### config.mk
export PLATFORM = sky130hd
export DESIGN_NAME = mem_bus_arbiter
export DESIGN_NICKNAME = d
export VERILOG_FILES = /design/src/rtl/mem_bus_arbiter.sv
export SDC_FILE = /design/constraint.sdc
export NUM_CORES = 1
export LEC_CHECK = 0
export ABC_AREA = 1
export BUFFER_PORTS_ARGS = -buffer_cell sky130_fd_sc_hd__buf_4
export CAP_MARGIN = 20
export CELL_PAD_IN_SITES_DETAIL_PLACEMENT = 2
export CELL_PAD_IN_SITES_GLOBAL_PLACEMENT = 2
export CORE_ASPECT_RATIO = 0.7
export CORE_MARGIN = 5
export CORE_UTILIZATION = 24
export CTS_CLUSTER_DIAMETER = 80
export CTS_CLUSTER_SIZE = 14
export DETAILED_ROUTE_END_ITERATION = 6
export PLACE_DENSITY_LB_ADDON = 0.1
export SETUP_SLACK_MARGIN = 0.02
export SYNTH_ARGS = -nofsm -noshare
export SYNTH_HDL_FRONTEND = slang
export SYNTH_SLANG_ARGS = --single-unit
### constraint.sdc
create_clock -name clk -period 2 [get_ports clk]
set_input_delay 0 -clock clk [delete_from_list [all_inputs] [get_ports clk]]
set_output_delay 0 -clock clk [all_outputs]
set_load 0.005 [all_outputs]
### src/rtl/mem_bus_arbiter.sv
// Round-robin arbiter sharing one RAM port between instruction fetch and data access.
// Ack/err/rdata are registered; the BUSY_x state drives m_* only from captured request fields.
module mem_bus_arbiter #(
  parameter int unsigned TIMEOUT = 16
) (
  input  logic        clk,
  input  logic        reset,
  input  logic        i_req,
  input  logic [31:0] i_addr,
  output logic [31:0] i_rdata,
  output logic        i_ack,
  output logic        i_err,
  input  logic        d_req,
  input  logic        d_we,
  input  logic [31:0] d_addr,
  input  logic [31:0] d_wdata,
  input  logic [3:0]  d_be,
  output logic [31:0] d_rdata,
  output logic        d_ack,
  output logic        d_err,
  output logic        m_req,
  output logic        m_we,
  output logic [31:0] m_addr,
  output logic [31:0] m_wdata,
  output logic [3:0]  m_be,
  input  logic [31:0] m_rdata,
  input  logic        m_ack,
  output logic [1:0]  grant
);

  typedef enum logic [1:0] {IDLE = 2'd0, BUSY_I = 2'd1, BUSY_D = 2'd2} state_t;

  state_t      state, state_nxt;
  logic        last_d;
  logic [7:0]  cnt;
  logic [31:0] addr_q, wdata_q;
  logic [3:0]  be_q;
  logic        we_q;
  logic        i_elig, d_elig, pick_d, timeout_hit;

  // A port whose ack is out this cycle still shows its old request; ignore it.
  assign i_elig      = i_req & ~i_ack;
  assign d_elig      = d_req & ~d_ack;
  assign pick_d      = d_elig & (~i_elig | ~last_d);
  assign timeout_hit = (cnt == 8'(TIMEOUT - 1));

  assign m_addr  = addr_q;
  assign m_wdata = wdata_q;
  assign m_be    = be_q;

  always_ff @(posedge clk) begin
    if (!reset) state <= IDLE;
    else        state <= state_nxt;
  end

  always_comb begin
    state_nxt = state;
    case (state)
      IDLE: begin
        if (pick_d)      state_nxt = BUSY_D;
        else if (i_elig) state_nxt = BUSY_I;
      end
      BUSY_I, BUSY_D: begin
        if (m_ack || timeout_hit) state_nxt = IDLE;
      end
      default: state_nxt = IDLE;
    endcase
  end

  always_comb begin
    m_req = 1'b0;
    m_we  = 1'b0;
    grant = 2'b00;
    case (state)
      BUSY_I: begin
        m_req = 1'b1;
        grant = 2'b01;
      end
      BUSY_D: begin
        m_req = 1'b1;
        m_we  = we_q;
        grant = 2'b10;
      end
      default: ;
    endcase
  end

  always_ff @(posedge clk) begin
    if (!reset) begin
      last_d  <= 1'b0;
      cnt     <= 8'd0;
      addr_q  <= 32'd0;
      wdata_q <= 32'd0;
      be_q    <= 4'd0;
      we_q    <= 1'b0;
      i_rdata <= 32'd0;
      d_rdata <= 32'd0;
      i_ack   <= 1'b0;
      i_err   <= 1'b0;
      d_ack   <= 1'b0;
      d_err   <= 1'b0;
    end else begin
      i_ack <= 1'b0;
      i_err <= 1'b0;
      d_ack <= 1'b0;
      d_err <= 1'b0;
      case (state)
        IDLE: begin
          cnt <= 8'd0;
          if (pick_d) begin
            addr_q  <= d_addr;
            we_q    <= d_we;
            wdata_q <= d_wdata;
            be_q    <= d_be;
            last_d  <= 1'b1;
          end else if (i_elig) begin
            addr_q  <= i_addr;
            we_q    <= 1'b0;
            wdata_q <= 32'd0;
            be_q    <= 4'hF;
            last_d  <= 1'b0;
          end
        end
        BUSY_I, BUSY_D: begin
          if (m_ack) begin
            if (state == BUSY_I) begin
              i_rdata <= m_rdata;
              i_ack   <= 1'b1;
            end else begin
              if (!we_q) d_rdata <= m_rdata;
              d_ack <= 1'b1;
            end
          end else if (timeout_hit) begin
            if (state == BUSY_I) begin
              i_ack <= 1'b1;
              i_err <= 1'b1;
            end else begin
              d_ack <= 1'b1;
              d_err <= 1'b1;
            end
          end else begin
            cnt <= cnt + 8'd1;
          end
        end
        default: ;
      endcase
    end
  end

endmodule

After elaboration in Yosys (flattened, before gate mapping)
Index checks and enable logic that the tools add are counted.

word-level totals
  register bits = 148
  output and inout port bits = 140
  logic and storage cells = 70

cells by class
  $add $sub $neg = 1
  eq/ne operators = 7
  multiplexer cells = 25
  bitwise logic cells = 12
  reduce and logical (&&, ||, !) cells = 12

operators with widths
  cell                   number
  $mux W32               4
  $mux W8                2
  $pmux W8 S2            1
  $mux W1                11
  $add A8 B1 Y8 const B  1
  $eq A8 B4 Y1 const B   1
  $mux W4                2
  $not A1 Y1             8
  $pmux W2 S2            2
  $mux W2                3
  $reduce_and A2 Y1      3
  $reduce_and A3 Y1      2
  $ne A2 B2 Y1 const B   2
  $reduce_and A4 Y1      1
  $reduce_bool A2 Y1     2
  $and A1 B1 Y1          3
  $ne A3 B3 Y1 const B   1
  $reduce_or A3 Y1       1
  $eq A2 B1 Y1 const B   1
  $eq A2 B2 Y1 const B   1
  $logic_not A2 Y1       1
  $ne A2 B1 Y1 const B   1
  $reduce_or A2 Y1       1
  $logic_or A1 B1 Y1     1
  $or A1 B1 Y1           1

Logic depth before layout (Yosys ltp)
  word-level depth = 7
  gate-level depth with buffers = 9

Worst setup path before layout
OpenSTA, ideal clock, no wires.

  kind = flip-flop to flip-flop
  from = reg state[0]
  to = reg i_rdata[10]
  library setup time = 0.070 ns
  arrival time = 1.574 ns
  data required time = 1.930 ns
  path slack = 0.355 ns
  stages on the path, launching flop included = 9
  clock period less this slack = 1.645 ns
  path through = dfxtp_1 > inv_1 > ha_1 > nand2_2 > inv_2 > nand2_1 > clkbuf_1 > nand2_1 > a21oi_1

on the way
  longest elaborated chain between the ends = 3
  elaborated cells on any way between the ends = 4
  classes of those cells = 2 x eq/ne; 2 x reduce/logical

ends and longest elaborated chain
  element                                       line      text
  start: declaration                            33        state_t state, state_nxt;
  start signal: assignment                      53        else state <= state_nxt;
  $eq A2 B1 Y1 or $eq A2 B2 Y1 (tied branches)  107, 126
  $reduce_or A2 Y1 (no source line)             --
  $reduce_and A3 Y1 (no source line) (*)        --
  end signal: assignment                        127       i_rdata <= m_rdata;
  end: declaration                              10        output logic [31:0] i_rdata,

Mark *: on every way between the ends. The rest lies on a longest branch, timed or not.
A chain may end at the register's enable or synchronous reset.

Final worst setup path
  from = reg cnt[0]
  to = reg cnt[4]

on the way
  longest elaborated chain between the ends = 4
  elaborated cells on any way between the ends = 7
  classes of those cells = 1 x add/sub; 2 x eq/ne; 3 x mux; 1 x reduce/logical

ends and longest elaborated chain
  element                   line  text
  start: declaration        35    logic [7:0] cnt;
  start signal: assignment  142   cnt <= cnt + 8'd1;
  $add A8 B1 Y8             142
  $mux W8                   133   end else if (timeout_hit) begin
  $mux W8                   125   if (m_ack) begin
  $pmux W8 S2               107   case (state)

Parallel ways exist; a longest one is shown, timed or not. The select of a mux whose other input is x is not followed.

==> out/metrics.csv <==
metric,value,unit
status,completed,
GRT Residual Overflow,0,
maximum VDD drop,529,uV
largest net degree at the start of global routing,44,
pre-CTS setup slack,0.0826,ns
Final WS setup,0.148,ns
Synth top area share,0.506,
Starting Density,0.246,
# rows,47,
antenna violations before repair,1,
Post-synth EDFFs,0,
element type at the critical path end,flop,
Ports,278,
max_cap viols,0,
post-route cell area,10200,um^2
Hold Worst Slack,0.0292,ns
Port Buf Inserts,277,
H-tree depth,4,
average cell area after synthesis,7.47,um^2
cts bufs inserted,17,
hpwl dp,18400,um
post-route antenna net violation count,0,
Synthesized Nets,929,
arrival time worst endpoint,2.23,ns
die height,141,um
setup violation total in the final timing report,0,
clock root cell,clkbuf_16,
crit path from,cnt[0]$_SDFFE_PN0P_,
final hold viol count,0,
Worst R2R Start,cnt[0]$_SDFFE_PN0P_,
Commonest cells post-synth,"202 x nand2_1, 148 x dfxtp_1, 80 x nand3_1",
period utilisation layout,0.926,
Overall Power,9.05,mW
Placed Area,8270,um^2
Core ar.,23800,um^2
Yosys cell types,21,
DRC viols,0,
Synth area leader,dfxtp_1,
Clock transition at path regs,0.06,ns
synthesized instance count,784,
crit path launch type,flop,
Setup CP Type,reg2reg,
vias per cell,4.52,
first-pass iteration count of the detailed router,4,
WL/cell,19.1,um
pins over their slew limit,0,
die footprint,27700,um^2
hold_sp,reset,
Peak Freq,540,MHz
total number of vias,6863,
"Max FO, Critical Path",7,
YS warnings,0,
LEAKAGE,4.77,nW
Tmin final,1.85,ns
Setup Skew,0.0108,ns
clock tree buffer depth,2,
Area Growth Syn to Fin,75.1,%
Min-Delay Path Class,in2reg,
most frequent cell after synthesis,nand2_1,
ranking of synthesized cells by area,"dfxtp_1 51%, nand2_1 13%, nand3_1 6.8%",
CTS tree,yes,
Die X,197,um
global-route wire length before repair,44800,um
Layout Nets,1330,
vias in the first global route,7759,
initial drt markers,189,
PwrDens,883,nW/um^2
GRT Resource Usage Total,0.206,
DRT Wirelength,29000,um
worst skew pair latency,0.44,ns
Relative slew margins,0.556,
synthesized cell area,5850,um^2
sequential-to-total area share from yosys stat,0.506,
ys flop type,dfxtp_1,
Num Clock Sinks,148,
layout cells sized above 1,0.288,
Synth Register Bits,148,
Post-synth ARST share,0,
Slew @ Worst Pin,0.666,ns
RePlAce Congestion,0.712,
Worst Path Required,2.38,ns
-- worst max-delay path: stages (launching register included) --
cell	delay [ns]
dfxtp_1	0.39
ha_1	0.20
nand2_1	0.15
nor2_2	0.18
nand4_1	0.25
nand3_4	0.20
nand2_1	0.18
nand2_1	0.13
nand2_1	0.06
inv_1	0.05
-- through the flow --
step / cells / setup TNS [ns] / util
after floorplan: 784 / 0 / -
after global placement: 1348 / 0 / 0.347
after detailed placement: 1348 / 0 / 0.347
after CTS: 1514 / 0 / 0.429
after global routing: 1517 / -0.000715 / 0.430
final: 1517 / 0 / 0.430
-- final timing paths --
path | endpoint | cells past startpoint | slack [ns]
min | d_rdata[13]$_SDFFE_PN0P_ | 3 | 0.03
max reg2reg | cnt[4]$_SDFFE_PN0P_ | 9 | 0.15
max | cnt[4]$_SDFFE_PN0P_ | 9 | 0.15
min reg2reg | i_rdata[10]$_SDFFE_PN0P_ | 2 | 0.47
-- cell usage in the layout, fill, tap and decap left out, drive strengths merged --
master       count
buf            298
nand2          205
dfxtp          148
dlygate4sd3    134
nand3           81
nor2            81
a21oi           70
inv             63
o21ai           39
o211ai          32
clkbuf          19
ha               7
clkinv           6
nand4            4
clkinvlp         4
bufinv           3
nor4             2
diode            1
nand3b           1
a21boi           1
-- logic make-up (layout without fill, tap and decap cells) --
group	after synthesis	after routing	synth area share
adders and majority gates	7	7	0.0150
buffers and inverters	113	527	0.0780
other	0	1	0
DFF	148	148	0.506
and+or+nand+nor	374	374	0.263
AOI/OAI and AO/OA	142	142	0.137
-- flip-flops by register name (all words and copies together), names as in the netlist --
signal   count
d_err        1
last_d       1
d_rdata     32
i_err        1
state        2
m_be         4
i_rdata     32
cnt          8
d_ack        1
m_addr      32
m_wdata     32
i_ack        1
we_q         1
-- power by group --
part	switching, mW	internal, mW	leakage [nW]	total [mW]
Clock	1.36	2.02	0.291	3.39
Combinational	1.16	1.04	3.27	2.21
Sequential	0.200	3.26	1.21	3.46
Total	2.73	6.33	4.77	9.05
-- layer usage --
metal,vias up,GRT usage,wire (um)
met5,-,0,0
met4,0,0.0543,456
met3,28,0.0622,1640
met2,144,0.360,14400
met1,3347,0.247,12500
li1,3344,-,-
-- final cells by class --
| class | count | area (um^2) |
|---|---|---|
| diodes | 1 | 2.50 |
| inverters | 63 | 239 |
| repair buffers | 432 | 3590 |
| flip-flops and latches | 148 | 2970 |
| fillers | 2699 | 13600 |
| clock buffers | 19 | 453 |
| multi-input cells | 523 | 2440 |
| well taps | 318 | 398 |
| clock inverters | 13 | 158 |
-- what timing repair did --
action / in CTS / in global routing
resized for setup: 0 / 7
hold endpoints to repair: 137 / 0
endpoints found under the setup margin: 0 / 54
hold buffers: 134 / 0
setup buffers: 0 / 2
No activity file was read; power rests on OpenSTA's default activity.
